[src/rtl/pc_gen.sv]
// Fetch-address generator: registered PC with prioritised redirect sources,
// a stall-tolerant pending redirect and a circular return-address stack.
module pc_gen #(
    parameter int PC_W      = 27,
    parameter int RESET_PC  = 16308,
    parameter int STEP      = 4,
    parameter int RAS_DEPTH = 8
) (
    input  logic                         clk,
    input  logic                         rst,
    input  logic                         n_stall,
    input  logic                         redirect_en,
    input  logic [PC_W-1:0]              redirect_pc,
    input  logic                         jump_en,
    input  logic [PC_W-1:0]              jump_pc,
    input  logic                         call_en,
    input  logic [PC_W-1:0]              link_pc,
    input  logic                         ret_en,
    output logic [PC_W-1:0]              pc,
    output logic [$clog2(RAS_DEPTH):0]   ras_count,
    output logic                         ras_empty,
    output logic                         ras_full,
    output logic                         pend_valid
);
    localparam int PTR_W = $clog2(RAS_DEPTH);
    localparam int CNT_W = PTR_W + 1;
    localparam logic [PC_W-1:0]  RST_PC_V = PC_W'(RESET_PC);
    localparam logic [PC_W-1:0]  STEP_V   = PC_W'(STEP);
    localparam logic [CNT_W-1:0] DEPTH_V  = CNT_W'(RAS_DEPTH);

    logic [PC_W-1:0]  pc_q, pc_d;
    logic             pend_valid_q, pend_valid_d;
    logic [PC_W-1:0]  pend_pc_q, pend_pc_d;
    logic [PTR_W-1:0] top_q, top_d;
    logic [CNT_W-1:0] cnt_q, cnt_d;
    logic [PC_W-1:0]  ras_q [RAS_DEPTH];
    logic             wr_en;
    logic [PTR_W-1:0] wr_idx;
    logic             empty, full;

    assign empty = (cnt_q == '0);
    assign full  = (cnt_q == DEPTH_V);

    always_comb begin
        pc_d         = pc_q;
        pend_valid_d = pend_valid_q;
        pend_pc_d    = pend_pc_q;
        top_d        = top_q;
        cnt_d        = cnt_q;
        wr_en        = 1'b0;
        wr_idx       = top_q;
        if (!n_stall) begin
            if (redirect_en) begin
                pend_valid_d = 1'b1;
                pend_pc_d    = redirect_pc;
            end
        end else begin
            pend_valid_d = 1'b0;
            if (redirect_en) begin
                pc_d = redirect_pc;
            end else if (pend_valid_q) begin
                pc_d = pend_pc_q;
            end else begin
                if (ret_en && !empty)  pc_d = ras_q[top_q];
                else if (jump_en)      pc_d = jump_pc;
                else                   pc_d = pc_q + STEP_V;
                // call+ret swaps the top entry in place; an empty stack gains it
                if (call_en && ret_en) begin
                    wr_en = 1'b1;
                    if (empty) cnt_d = CNT_W'(1);
                end else if (call_en) begin
                    wr_en  = 1'b1;
                    wr_idx = top_q + PTR_W'(1);
                    top_d  = top_q + PTR_W'(1);
                    if (!full) cnt_d = cnt_q + CNT_W'(1);
                end else if (ret_en && !empty) begin
                    top_d = top_q - PTR_W'(1);
                    cnt_d = cnt_q - CNT_W'(1);
                end
            end
        end
    end

    always_ff @(posedge clk or posedge rst) begin
        if (rst) begin
            pc_q         <= RST_PC_V;
            pend_valid_q <= 1'b0;
            pend_pc_q    <= '0;
            top_q        <= '0;
            cnt_q        <= '0;
        end else begin
            pc_q         <= pc_d;
            pend_valid_q <= pend_valid_d;
            pend_pc_q    <= pend_pc_d;
            top_q        <= top_d;
            cnt_q        <= cnt_d;
        end
    end

    // Stack storage needs no reset: entries are only read while count > 0.
    always_ff @(posedge clk) begin
        if (wr_en) ras_q[wr_idx] <= link_pc;
    end

    assign pc         = pc_q;
    assign ras_count  = cnt_q;
    assign ras_empty  = empty;
    assign ras_full   = full;
    assign pend_valid = pend_valid_q;
endmodule

[config.mk]
export PLATFORM = sky130hd
export DESIGN_NAME = pc_gen
export DESIGN_NICKNAME = d
export VERILOG_FILES = /design/src/rtl/pc_gen.sv
export SDC_FILE = /design/constraint.sdc
export NUM_CORES = 1
export LEC_CHECK = 0
export BUFFER_PORTS_ARGS = -buffer_cell sky130_fd_sc_hd__buf_2
export CAP_MARGIN = 20
export CORE_ASPECT_RATIO = 1.2
export CORE_UTILIZATION = 59
export DETAILED_ROUTE_END_ITERATION = 16
export GPL_TIMING_DRIVEN = 0
export PLACE_DENSITY = 0.86
export SYNTH_ARGS = -nofsm -noshare
export SYNTH_HDL_FRONTEND = slang
export SYNTH_SLANG_ARGS = --single-unit
[constraint.sdc]
create_clock -name clk -period 4.6 [get_ports clk]
set_clock_uncertainty 0.2 [all_clocks]
set_input_delay 1.15 -clock clk [delete_from_list [all_inputs] [get_ports clk]]
set_output_delay 1.15 -clock clk [all_outputs]
set_load 0.005 [all_outputs]
==> metrics.txt <==
status complete, no violations; Slew @ Worst Pin 953 ps; synthesized area per cell 15.3 um^2; Setup WS post-layout 699 ps; commonest cells after routing, fill and taps aside edfxtp_1 (216), buf_2 (125), mux4_2 (54), dfrtp_1 (52), nand2_1 (46); combinational share of power 0.284; initial antenna violation count 4; Seq/Total Area, Yosys 0.653; CTS tree yes; Clock Latency Late Sink 530 ps; Via density 6.67; final setup violation count 0; Most common cell on crit path buf_2; synth warn 0; post-cts resize count 0; Worst path max stage delay 580 ps; Cell Int Power 5.15 mW; clock group share of total power 0.301; Post-CTS Hold Buffers 0; Critical Path Source Type flop; power per cell area 513 mW/mm^2; CP max-delay cell nor2_4; Starting Density 0.605; Final Wtd Congestion 1.03; NetSw 2.24 mW; Max Freq 256 MHz; sw frac 0.303; TNS Setup 0 ps; DP Wirelength 20700 um; clock sinks 278; Die Y 160 um; DR vias 8295; number of post-CTS setup repair buffers 0; global-route wire length before repair 48500 um; vias in the first global route 8311; utilization after layout 0.706; Yosys cell types 70; clk slew on worst S/H paths 70 ps; Reg power frac 0.415; Final Hold Vio Count 0; per-cell routed wire length 26.0 um; delay-heaviest family, CP buffers and inverters; asr flop ratio synth 0.223; Post-Route WL 32400 um; core area 0.0204 mm^2; share of layout cells above drive strength 1 0.320; Post-Synthesis Cells 804; Final ANT Viol Nets 0; max_slew headroom 0.362; pin count of the biggest net entering global routing 35; critical path capture point type flop; Hold WS 301 ps; Cell Area, Synth 0.0123 mm^2; FF+latch count, synth 278; Place WS 352 ps; unrepaired setup endpoints after global routing false; worst-path maximum fanout 14; CTS Buf Count 26; Slew Limit Fails 0; VDD IR max 305 uV; Yosys top cell area share 0.526; DIE WIDTH 134 um; worst endpoint required time 4640 ps; kind of critical path reg2reg; arrival time of the worst setup path 3940 ps; Cell Rows 57; synth top area cells edfxtp_1 (53%), dfrtp_1 (11%), mux4_2 (9.9%); Port Buffers 117; top_reg_cell synth edfxtp_1; period utilization 0.848; DRC errors left 0; DRT Pass-1 Iters 7; Max Cap Viol 0; WP buf/inv 5; Yosys top cell by area edfxtp_1; Post-synth EDFFs 216; IO Count 122; total congestion overflow 0; htree depth 1; # nets final 1054; crit path cell chain buf_2, buf_2, buf_2, clkinv_1, ha_1, nand4_1, nor2_1, a21oi_1, nor2_4, buf_16; initial drt markers 1068; GRT Total Usage 0.307; most common cell after layout, fill and taps aside edfxtp_1; Die Area 0.0215 mm^2; Syn Nets 900; Synth-to-Final Area Change 16.8%; Root Buffer clkbuf_16; Design Area, Final 0.0144 mm^2; deepest clock path buffer count 3; Hold Path Class reg2reg; Placement Cell Area 0.0135 mm^2; Tmin final 3900 ps; Lkg Pwr 5.11 nW
-- layout make-up --
cell class | count | area (um^2)
multi-input cells | 460 | 4060
flip-flops and latches | 278 | 8050
fillers | 1244 | 5990
clock inverters | 15 | 164
diodes | 2 | 5.00
inverters | 19 | 71.3
repair buffers | 126 | 781
well taps | 265 | 332
plain buffers | 47 | 209
clock buffers | 32 | 734
-- per-stage QoR --
stage / power, mW / instances
2_1_floorplan: 4.48 / 804
3_3_place_gp: 5.04 / 1186
3_5_place_dp: 5.13 / 1195
4_1_cts: 7.37 / 1242
5_1_grt: 7.64 / 1242
6_report: 7.39 / 1244
-- power groups by stage --
stage	combinational (mW)	sequential, mW	clock [mW]
after floorplan	1.41	3.07	0
after global placement	1.95	3.10	0
after detailed placement	2.03	3.10	0
after CTS	2.08	3.06	2.23
after global routing	2.23	3.08	2.33
final	2.10	3.07	2.22
-- path summary, 6_finish.rpt --
kind	from	endpoint	slack, ps	cells past startpoint
setup / recovery	top_q[1]$_DFFE_PP0P_	ras_q[6][9]$_DFFE_PP_	700	10
hold / removal	pend_pc_q[17]$_DFFE_PP0P_	pend_pc_q[17]$_DFFE_PP0P_	300	1
setup reg to reg	top_q[1]$_DFFE_PP0P_	ras_q[6][9]$_DFFE_PP_	700	10
hold reg to reg	pend_pc_q[17]$_DFFE_PP0P_	pend_pc_q[17]$_DFFE_PP0P_	300	1
max in group asynchronous	rst	pc[10]$_DFFE_PP1P_	3000	3
min in group asynchronous	rst	pend_pc_q[10]$_DFFE_PP0P_	510	2
-- per-layer routing --
metal,up-vias,part of all wire,GRT usage
met5,-,0.00086,0
met4,4,0.053,0.162
met3,124,0.097,0.0609
met2,614,0.49,0.512
met1,4049,0.36,0.379
li1,3504,-,-
-- sequential cells by signal, indices dropped and copies added, names as in the netlist --
register    count
pc             27
top_q           3
ras_q         216
pend_valid      1
ras_count       4
pend_pc_q      27
-- cell usage after synthesis, drive strengths merged (9+ instances only) --
library cell and number:
edfxtp 216, mux4 54, dfrtp 52, nand2 47
mux2 45, o21ai 41, a21oi 36, clkbuf 33
nor2 33, nand3 25, a221oi 15, inv 15
buf 14, nor3 13, xor2 13, mux2i 12
a31oi 10, dfstp 10, nand2b 10, and3 9
o211ai 9
-- cells by family (layout without fill, tap and decap cells) --
logic type | after synthesis | in the layout | share of synthesized area
other cells | 0 | 2 | 0
simple gates | 169 | 169 | 0.0703
buf+inv | 66 | 239 | 0.0227
compound gates | 153 | 153 | 0.0826
flops | 278 | 278 | 0.653
mux | 111 | 111 | 0.149
xor+xnor | 19 | 19 | 0.0135
fa+ha+maj | 8 | 8 | 0.00872
Note: power is estimated with default switching activity, not from simulation.
